===== src/rtl/adder_serial_nbit_if.sv =====
`default_nettype none
// ============================================================================
// Module      : adder_serial_nbit_if
// Description : Start/busy/done handshake and operand/result bus for the
//               digit-serial adder/subtractor.
// Revision    : 1.0
// ============================================================================
interface adder_serial_nbit_if #(
  parameter int WIDTH = 16
);
  logic             i_start;
  logic             i_sub;
  logic [WIDTH-1:0] i_a;
  logic [WIDTH-1:0] i_b;
  logic             i_cin;
  logic             o_busy;
  logic             o_done;
  logic [WIDTH-1:0] o_sum;
  logic             o_cout;
  logic             o_ovf;

  modport master (
    output i_start, i_sub, i_a, i_b, i_cin,
    input  o_busy, o_done, o_sum, o_cout, o_ovf
  );

  modport slave (
    input  i_start, i_sub, i_a, i_b, i_cin,
    output o_busy, o_done, o_sum, o_cout, o_ovf
  );
endinterface
`default_nettype wire


===== src/rtl/adder_serial_nbit.sv =====
`default_nettype none
// ============================================================================
// Module      : adder_serial_nbit
// Description : Multi-cycle N-bit adder/subtractor, DIGIT bits per clock with a
//               registered inter-digit carry; reports carry-out and overflow.
// Revision    : 1.0
// ============================================================================
module adder_serial_nbit #(
  parameter int WIDTH = 16,
  parameter int DIGIT = 4
) (
  input  logic               i_clk,
  input  logic               i_rst_n,
  adder_serial_nbit_if.slave bus
);
  localparam int NDIG = WIDTH / DIGIT;
  localparam int CW   = (NDIG > 1) ? $clog2(NDIG) : 1;
  localparam logic [CW-1:0] C_LAST = CW'(NDIG - 1);

  typedef enum logic [1:0] {
    S_IDLE = 2'd0,
    S_RUN  = 2'd1,
    S_DONE = 2'd2
  } state_t;

  state_t           r_state;
  state_t           w_state_next;
  logic [WIDTH-1:0] r_a;
  logic [WIDTH-1:0] r_b;
  logic [WIDTH-1:0] r_res;
  logic [WIDTH-1:0] r_sum;
  logic             r_carry;
  logic             r_cout;
  logic             r_ovf;
  logic [CW-1:0]    r_cnt;

  logic [DIGIT:0]   w_dsum;
  logic             w_cmsb;
  logic             w_last;
  logic [WIDTH-1:0] w_res_next;

  // Operands shift right each digit, so the active digit is always bits [DIGIT-1:0].
  always_comb begin
    w_dsum = {1'b0, r_a[DIGIT-1:0]} + {1'b0, r_b[DIGIT-1:0]} + {{DIGIT{1'b0}}, r_carry};
    w_cmsb = r_a[DIGIT-1] ^ r_b[DIGIT-1] ^ w_dsum[DIGIT-1];
    w_last = (r_cnt == C_LAST);
    w_res_next = r_res;
    for (int k = 0; k < NDIG; k++) begin
      if (r_cnt == CW'(k)) begin
        w_res_next[k*DIGIT +: DIGIT] = w_dsum[DIGIT-1:0];
      end
    end
  end

  always_ff @(posedge i_clk or negedge i_rst_n) begin
    if (!i_rst_n) begin
      r_state <= S_IDLE;
    end else begin
      r_state <= w_state_next;
    end
  end

  always_comb begin
    w_state_next = r_state;
    case (r_state)
      S_IDLE:  if (bus.i_start) w_state_next = S_RUN;
      S_RUN:   if (w_last) w_state_next = S_DONE;
      S_DONE:  w_state_next = S_IDLE;
      default: w_state_next = S_IDLE;
    endcase
  end

  always_ff @(posedge i_clk or negedge i_rst_n) begin
    if (!i_rst_n) begin
      r_a     <= '0;
      r_b     <= '0;
      r_res   <= '0;
      r_sum   <= '0;
      r_carry <= 1'b0;
      r_cout  <= 1'b0;
      r_ovf   <= 1'b0;
      r_cnt   <= '0;
    end else begin
      case (r_state)
        S_IDLE: begin
          if (bus.i_start) begin
            r_a     <= bus.i_a;
            r_b     <= bus.i_sub ? ~bus.i_b : bus.i_b;
            r_carry <= bus.i_sub | bus.i_cin;
            r_cnt   <= '0;
          end
        end
        S_RUN: begin
          r_a     <= r_a >> DIGIT;
          r_b     <= r_b >> DIGIT;
          r_carry <= w_dsum[DIGIT];
          r_res   <= w_res_next;
          r_cnt   <= r_cnt + CW'(1);
          // Visible results only change once the last digit is in.
          if (w_last) begin
            r_sum  <= w_res_next;
            r_cout <= w_dsum[DIGIT];
            r_ovf  <= w_cmsb ^ w_dsum[DIGIT];
          end
        end
        default: ;
      endcase
    end
  end

  assign bus.o_busy = (r_state != S_IDLE);
  assign bus.o_done = (r_state == S_DONE);
  assign bus.o_sum  = r_sum;
  assign bus.o_cout = r_cout;
  assign bus.o_ovf  = r_ovf;
endmodule
`default_nettype wire


===== src/flat_wrapper.sv =====
// flat-port wrapper written by rule: the top's interface ports become plain ports
module adder_serial_nbit_flat 
#(
  parameter int WIDTH = 16,
  parameter int DIGIT = 4
)
  (i_clk, i_rst_n, bus_i_start, bus_i_sub, bus_i_a, bus_i_b, bus_i_cin, bus_o_busy, bus_o_done, bus_o_sum, bus_o_cout, bus_o_ovf);
  adder_serial_nbit_if #(.WIDTH(WIDTH)) bus_i ();
  input  logic i_clk;
  input  logic i_rst_n;
  input wire logic [$bits(bus_i.i_start)-1:0] bus_i_start;
  input wire logic [$bits(bus_i.i_sub)-1:0] bus_i_sub;
  input wire logic [$bits(bus_i.i_a)-1:0] bus_i_a;
  input wire logic [$bits(bus_i.i_b)-1:0] bus_i_b;
  input wire logic [$bits(bus_i.i_cin)-1:0] bus_i_cin;
  output wire logic [$bits(bus_i.o_busy)-1:0] bus_o_busy;
  output wire logic [$bits(bus_i.o_done)-1:0] bus_o_done;
  output wire logic [$bits(bus_i.o_sum)-1:0] bus_o_sum;
  output wire logic [$bits(bus_i.o_cout)-1:0] bus_o_cout;
  output wire logic [$bits(bus_i.o_ovf)-1:0] bus_o_ovf;
  assign bus_i.i_start = bus_i_start;
  assign bus_i.i_sub = bus_i_sub;
  assign bus_i.i_a = bus_i_a;
  assign bus_i.i_b = bus_i_b;
  assign bus_i.i_cin = bus_i_cin;
  assign bus_o_busy = bus_i.o_busy;
  assign bus_o_done = bus_i.o_done;
  assign bus_o_sum = bus_i.o_sum;
  assign bus_o_cout = bus_i.o_cout;
  assign bus_o_ovf = bus_i.o_ovf;
  adder_serial_nbit #(.WIDTH(WIDTH), .DIGIT(DIGIT)) u_core (.i_clk(i_clk), .i_rst_n(i_rst_n), .bus(bus_i));
endmodule

===== config.mk =====
export PLATFORM = sky130hd
export DESIGN_NAME = adder_serial_nbit_flat
export DESIGN_NICKNAME = d
export VERILOG_FILES = /design/src/rtl/adder_serial_nbit_if.sv /design/src/rtl/adder_serial_nbit.sv /design/src/flat_wrapper.sv
export SDC_FILE = /design/constraint.sdc
export NUM_CORES = 1
export LEC_CHECK = 0
export BUFFER_PORTS_ARGS = -buffer_cell sky130_fd_sc_hd__buf_2
export CELL_PAD_IN_SITES_DETAIL_PLACEMENT = 0
export CELL_PAD_IN_SITES_GLOBAL_PLACEMENT = 1
export CORE_MARGIN = 3
export CORE_UTILIZATION = 43
export DETAILED_ROUTE_END_ITERATION = 10
export GPL_ROUTABILITY_DRIVEN = 0
export GPL_TIMING_DRIVEN = 0
export PLACE_DENSITY = 0.8
export SLEW_MARGIN = 20
export SYNTH_ARGS = -nofsm -noshare
export SYNTH_HDL_FRONTEND = slang
export SYNTH_SLANG_ARGS = --single-unit

===== constraint.sdc =====
create_clock -name i_clk -period 2.77 [get_ports i_clk]
set_input_delay 0.554 -clock i_clk [delete_from_list [all_inputs] [get_ports i_clk]]
set_output_delay 0.554 -clock i_clk [all_outputs]
set_load 0.05 [all_outputs]

==> results.cfg, run 1 <==
[cells_and_area]
fin_area_um2 = 4150
diodes = 0
final_common_cell = dfrtp_1
drive_above_1_share_pct = 23.2
layout.nets = 463
area_growth_pct = 19.2
final_cell_mix = dfrtp_1, buf_2, nand2_1

[synthesis]
yosysTopAreaCellShare_pct = 48.2
synth.area.top_cells = dfrtp_1, a21oi_1, o21ai_0
synth_flop_cell = dfrtp_1
synth_top_area_cell = dfrtp_1
synth_edf_count = 0
synthArstFlopShare_pct = 100
synth_area_um2 = 3480
yosys_warnings = 0
synth_seq_area_share_pct = 48.2
synth_seq_cells = 67
syn_nets = 396
synth.distinct_cells = 33
syn_inst = 350
syn_area_per_cell_um2 = 9.94

[critical_path]
critPathArrivalTime_ns = 1.72
r2r.worst_path.cells = 6
critPathMaxFanout = 10
endpoint = bus_o_busy
crit_path_top_delay_cell = clkbuf_1
cp_cell_sequence = buf_6 -> clkbuf_1 -> or2_2 -> buf_2
start_kind = register
slowest_delay_ns = 0.42
crit_start = u_core.r_state[1]
worstSetupPathType = register to primary output
reg2reg_from = u_core.r_carry
cp.required_ns = 2.22
r2r_slack_ns = 0.51
cp-end-kind = primary output
r2r_end = u_core.bus.o_sum[10]

[sta]
setup_tns_ns = 0
fin_skew_ns = 0.00631
slew_viol_final = 0
finalCriticalPeriod_ns = 2.27
slew_headroom_pct = 57.2
final.period_utilization_pct = 82.0
rsz0062_at_grt = false
max_freq_mhz = 441
finalSetupViolations = 0
worst_slew_pin_slew_ns = 0.638
final_hold_viol_count = 0

[global_route]
grt_pass1_vias = 2727
antenna_found_initial = 0
grt_max_degree = 43
grt_pass1_wl_um = 13400
gr-total-overflow = 0
grt_use_total_pct = 18.8

[power]
p_sw_share_pct = 42.9
internal_power_mw = 2.85
peakVddDrop_uv = 377
power_frac_comb_pct = 46.6
total_power_mw = 4.99
pwr-share-clk_pct = 20.1
p_seq_share_pct = 33.4
p_leak_nw = 1.97
cellPowerDensity_nw_per_um2 = 1200
power_switching_mw = 2.14

[clock_network]
post_cts_buffers = 0
numCtsBuffers = 9
ctsHoldBuffers = 0
cts_tree = done
cts_root_buf = clkbuf_8
cts_resized = 0
clock-sinks = 67
cts_max_level = 3
cts_buffer_depth = 2
clkLatencyLatePin_ns = 0.34
clk_pin_slew_ns = 0.07

[routing]
drc_errors = 0
routed_wl_um = 7840
wl_per_cell_um = 15.0
viasPerCell = 5.13
drtAntennaViolNets = 0
vias = 2687
drtIter0Drc = 97
first_pass_iters = 4

[floorplanning]
io_pins = 57
start_util_pct = 44.6
die_y_um = 95.9
die_x_um = 95.9
dieArea_um2 = 9200
core_area_um2 = 7810
rows = 32

[min_path]
hold_path.class = input pin to async pin

[placement]
portBuffers = 55
placed_area_um2 = 3900
hpwl_um = 5620

[flow_run]
max_cap_viol_count = 0

[status]
status = finished clean
## metrics by stage
step / instances / utilization (%) / hold slack, ns / worst slack (ns)
6_report: 524 / 53.1 / 0.122 / 0.500
5_1_grt: 524 / 53.1 / 0.144 / 0.307
4_1_cts: 524 / 53.1 / 0.125 / 0.451
2_1_floorplan: 350 / - / 0.258 / 0.818
3_5_place_dp: 508 / 50.0 / 0.461 / 0.489
3_3_place_gp: 507 / 49.7 / 0.455 / 0.524
## per-layer routing
metal  vias up  wire [µm]  track usage (%)
met5         -          0                0
met4         0        129             8.41
met3        10        329             3.28
met2        62       3580             28.1
met1      1277       3800             26.7
li1       1338          -                -
## cells in the mapped netlist (6+ instances only)
library cell,number
a21oi_1,38
a22oi_1,24
and2b_1,14
buf_6,6
clkbuf_1,13
dfrtp_1,67
ha_1,7
mux2i_1,7
nand2_1,40
nor2b_1,19
o21ai_0,37
o21ai_1,20
xor2_1,16
## how the worst min path moves through the flow
stage	startpoint	endpoint	slack [ns]	cells past startpoint
final	i_rst_n	u_core.bus.o_sum[2]	0.12	1
after global routing	i_rst_n	u_core.r_a[14]	0.14	1
after CTS	i_rst_n	u_core.bus.o_sum[2]	0.12	1
after detailed placement	u_core.bus.o_sum[12]	u_core.bus.o_sum[12]	0.46	2
after global placement	u_core.r_res[2]	u_core.r_res[2]	0.46	2
after floorplan	i_rst_n	u_core.bus.o_cout	0.26	0
## critical path: cells and delay by family (launching register included)
family                 cells  cell delay, ns
buffers and inverters      3            0.82
and+or+nand+nor            1            0.19
DFF                        1            0.36
## sequential cells by signal (all words and copies together) (netlist names)
name	count
u_core.bus.o_cout	1
u_core.bus.o_ovf	1
u_core.bus.o_sum	16
u_core.r_a	16
u_core.r_b	16
u_core.r_carry	1
u_core.r_cnt	2
u_core.r_res	12
u_core.r_state	2
## cell type report
cell class | count | area (µm²)
Fill cell | 738 | 3660
Sequential cell | 67 | 1680
Multi-Input combinational cell | 252 | 1630
Timing Repair Buffer | 56 | 298
Buffer | 26 | 156
Clock buffer | 11 | 141
Tap cell | 102 | 128
Clock inverter | 5 | 100
Inverter | 5 | 18.8
## power groups by stage
stage          Clock (mW)  Combinational, mW  Sequential [mW]
2_1_floorplan           0               1.43             1.98
3_3_place_gp            0               2.30             1.66
3_5_place_dp            0               2.34             1.68
4_1_cts              1.01               2.35             1.67
5_1_grt              1.06               2.60             1.72
6_report             1.00               2.32             1.66
## cell families (layout without fill, tap and decap cells)
| group | Yosys count | after routing | share of synthesized area, % |
|---|---|---|---|
| muxes | 14 | 14 | 4.50 |
| AOI/OAI and AO/OA | 125 | 125 | 20.4 |
| DFF | 67 | 67 | 48.2 |
| adders and majority gates | 9 | 9 | 3.67 |
| buffers and inverters | 31 | 103 | 5.04 |
| xor gates and xnor gates | 19 | 19 | 5.00 |
| and+or+nand+nor | 85 | 85 | 13.2 |
No activity file was read; power rests on OpenSTA's default activity.
==> inputs of run 2 (changes only) <==
- clock period: 2.77 -> 2.4 ns (I/O delays scaled with it)
==> results.cfg, run 2 (synthesized netlist as in run 1, its figures left out) <==
[power]
total_power_mw = 5.78
power_frac_comb_pct = 46.8
power_switching_mw = 2.48
p_seq_share_pct = 33.2
p_leak_nw = 1.97
internal_power_mw = 3.30
cellPowerDensity_nw_per_um2 = 1390
pwr-share-clk_pct = 20.0
peakVddDrop_uv = 436
p_sw_share_pct = 42.9

[sta]
max_freq_mhz = 455
final_hold_viol_count = 0
slew_viol_final = 0
finalSetupViolations = 0
fin_skew_ns = 0.00582
worst_slew_pin_slew_ns = 0.512
final.period_utilization_pct = 91.6
finalCriticalPeriod_ns = 2.20
setup_tns_ns = 0
rsz0062_at_grt = false
slew_headroom_pct = 65.8
setup_ws_ns = 0.202

[global_route]
grt_pass1_vias = 2727
grtUsageMet2_pct = 28.1
grt_max_degree = 43
gr-total-overflow = 0
grt_use_total_pct = 18.8
top_usage_layer = met2
met1_usage_pct = 26.7
grt_use_met3_pct = 3.28
grt_pass1_wl_um = 13400
antenna_found_initial = 0

[clock_network]
clk_pin_slew_ns = 0.07
cts_buffer_depth = 2
cts_resized = 0
clock-sinks = 67
clkLatencyLatePin_ns = 0.34
ctsHoldBuffers = 0
cts_tree = done
cts_max_level = 3
post_cts_buffers = 0
numCtsBuffers = 9
cts_root_buf = clkbuf_8

[placement]
place_worst_setup_slack_ns = 0.119
dp_cells = 508
portBuffers = 55
hpwl_um = 5620
placed_area_um2 = 3900

[routing]
drtIter0Drc = 99
vias = 2694
wl_per_cell_um = 15.0
first_pass_iters = 4
routed_wl_um = 7850
viasPerCell = 5.14
drtAntennaViolNets = 0
drc_errors = 0

[critical_path]
critPathMaxFanout = 10
slowest_delay_ns = 0.42
crit_path_top_delay_cell = clkbuf_1
cp.required_ns = 1.92
start_kind = register
cp-end-kind = primary output
critPathArrivalTime_ns = 1.72
cp_cell_sequence = buf_6 -> clkbuf_1 -> or2_2 -> buf_2
worstSetupPathType = register to primary output

[cells_and_area]
diodes = 0
final_cell_count_no_fill = 524
layout.nets = 463
area_growth_pct = 19.4
final_common_cell = dfrtp_1
fin_area_um2 = 4150
fillers = 738
final_cell_mix = dfrtp_1, buf_2, nand2_1
drive_above_1_share_pct = 23.5

[min_path]
hold_path.class = input pin to async pin

[floorplanning]
core_area_um2 = 7810
dieArea_um2 = 9200
start_util_pct = 44.6
die_x_um = 95.9
die_y_um = 95.9
rows = 32
io_pins = 57

[status]
status = finished clean

[flow_run]
max_cap_viol_count = 0
-- run 2: cell counts in the layout (fill, tap and decap cells not counted) --
No cell type changed its count.
-- run 2: metrics by stage --
step | utilization, % | hold WS, ns
after floorplan | - | 0.184
after global placement | 49.7 | 0.455
after detailed placement | 50.0 | 0.418
after CTS | 53.1 | 0.0507
after global routing | 53.2 | 0.0704
final | 53.2 | 0.0476
-- run 2: per-layer routing --
metal	vias to the layer above	part of all wire, %	routed length (µm)
li1	1336	-	-
met1	1282	48	3760
met2	64	46	3600
met3	12	4.4	344
met4	0	1.9	148
met5	-	0	0
-- run 2: worst paths after layout --
check | start | slack (ns) | end | depth (start not counted)
setup / recovery | u_core.r_state[1] | 0.20 | bus_o_busy | 4
hold / removal | i_rst_n | 0.05 | u_core.bus.o_sum[2] | 1
setup reg to reg | u_core.r_carry | 0.28 | u_core.bus.o_ovf | 6
hold reg to reg | u_core.bus.o_sum[1] | 0.47 | u_core.bus.o_sum[1] | 2
max in group asynchronous | i_rst_n | 1.80 | u_core.r_b[14] | 2
min in group i_clk | bus_i_a[5] | 0.40 | u_core.r_a[5] | 3
-- run 2: cell type report --
cell class,count,area [µm²],area share [%]
multi-input combinational,252,1630,39.3
inverter,5,18.8,0.452
timing repair buffer,56,298,7.17
tap,102,128,3.07
clock inverter,5,100,2.41
clock buffer,11,141,3.40
buffer,26,156,3.77
sequential,67,1680,40.4
-- run 2: power groups by stage --
stage / Clock (mW) / Sequential (mW) / Combinational (mW)
3_3_place_gp: 0 / 1.92 / 2.66
6_report: 1.16 / 1.92 / 2.70
4_1_cts: 1.17 / 1.92 / 2.72
2_1_floorplan: 0 / 2.29 / 1.65
5_1_grt: 1.23 / 1.99 / 3.02
3_5_place_dp: 0 / 1.94 / 2.71
-- run 2: critical path, delay by kind of cell (launching register included) --
kind | cells | cell delay [ns]
buffers and inverters | 3 | 0.82
flip-flops | 1 | 0.36
AND/OR/NAND/NOR | 1 | 0.19
==> inputs of run 3 (changes only) <==
- CTS_BUF_LIST: unset -> sky130_fd_sc_hd__clkbuf_4 sky130_fd_sc_hd__clkbuf_8 sky130_fd_sc_hd__clkbuf_16
==> results.cfg, run 3 (synthesized netlist as in run 1, its figures left out) <==
[floorplanning]
dieArea_um2 = 9200
start_util_pct = 44.6
io_pins = 57
die_x_um = 95.9
rows = 32
core_area_um2 = 7810
die_y_um = 95.9

[critical_path]
cp.required_ns = 1.92
worstSetupPathType = register to primary output
r2r_end = u_core.bus.o_ovf
r2r_slack_ns = 0.27
reg2reg_from = u_core.r_carry
r2r.worst_path.cells = 6
endpoint = bus_o_busy
start_kind = register
crit_start = u_core.r_state[1]
critPathMaxFanout = 10
critPathArrivalTime_ns = 1.73
cp-end-kind = primary output

[clock_network]
cts_root_buf = clkbuf_8
cts_buffer_depth = 2
cts_tree = done
cts_max_level = 3
numCtsBuffers = 9
clock-sinks = 67
clk_pin_slew_ns = 0.07
ctsHoldBuffers = 0
clkLatencyLatePin_ns = 0.34

[sta]
final.period_utilization_pct = 92.0
worst_slew_pin_slew_ns = 0.523
slew_viol_final = 0
fin_skew_ns = 0.00678
finalSetupViolations = 0
finalCriticalPeriod_ns = 2.21
setup_tns_ns = 0
max_freq_mhz = 453
whs_ns = 0.0471
final_hold_viol_count = 0
slew_headroom_pct = 65.2
rsz0062_at_grt = false

[status]
status = finished clean

[cells_and_area]
fillers = 737
final_common_cell = dfrtp_1
final_cell_mix = dfrtp_1, buf_2, nand2_1
layout.nets = 463
diodes = 0
drive_above_1_share_pct = 23.7
area_growth_pct = 19.5
final_cell_count_no_fill = 524

[routing]
first_pass_iters = 5
drtAntennaViolNets = 0
drc_errors = 0
routed_wl_um = 7860
viasPerCell = 5.12
wl_per_cell_um = 15.0
vias = 2682
drtIter0Drc = 95

[global_route]
grt_use_total_pct = 18.7
grt_pass1_wl_um = 13400
gr-total-overflow = 0
grt_pass1_vias = 2705
antenna_found_initial = 0
grt_max_degree = 43

[power]
peakVddDrop_uv = 435
p_leak_nw = 1.98
total_power_mw = 5.79
cellPowerDensity_nw_per_um2 = 1390

[flow_run]
max_cap_viol_count = 0

[min_path]
hold_path.class = input pin to async pin

[placement]
hpwl_um = 5620
dp_cells = 508
portBuffers = 55
-- run 3: per-layer routing --
layer | vias to the layer above | global-route usage, % | part of all wire, %
li1 | 1339 | - | -
met1 | 1266 | 26.6 | 47
met2 | 68 | 27.9 | 46
met3 | 9 | 3.28 | 5.2
met4 | 0 | 8.41 | 1.5
met5 | - | 0 | 0
-- run 3: worst min-delay path by stage --
| stage | from | endpoint | slack, ns |
|---|---|---|---|
| 6_report | i_rst_n | u_core.bus.o_sum[2] | 0.05 |
| 3_5_place_dp | i_rst_n | u_core.bus.o_sum[2] | 0.42 |
| 4_1_cts | i_rst_n | u_core.bus.o_sum[2] | 0.05 |
| 5_1_grt | i_rst_n | u_core.r_a[14] | 0.07 |
| 3_3_place_gp | u_core.r_res[2] | u_core.r_res[2] | 0.46 |
| 2_1_floorplan | i_rst_n | u_core.bus.o_cout | 0.18 |
-- run 3: timing repair --
action,in CTS,in global routing
setup buffers,0,0
setup endpoints to repair,0,3
resized for setup,0,1
-- run 3: per-stage QoR --
step                      worst slack [ns]  area (µm²)  util [%]
after floorplan                      0.480        3480         -
after global placement               0.154        3880      49.7
after detailed placement             0.119        3900      50.0
after CTS                            0.105        4150      53.1
after global routing                0.0856        4160      53.2
final                                0.193        4160      53.2
-- run 3: layout make-up --
cell class	count	area [µm²]	share of cell area [%]
Multi-Input combinational cell	252	1630	39.3
Tap cell	102	128	3.07
Inverter	5	18.8	0.452
Timing Repair Buffer	56	298	7.16
Buffer	26	156	3.76
Clock inverter	5	100	2.41
Sequential cell	67	1680	40.3
Clock buffer	11	145	3.49
-- run 3: critical path: stages, from the launching register on --
cell	delay, ns
dfrtp_1	0.36
buf_6	0.15
clkbuf_1	0.43
or2_2	0.20
buf_2	0.25
-- run 3: where the power goes --
group	switching, mW	internal [mW]
combinational	1.73	0.980
sequential	0.317	1.60
clock	0.443	0.727
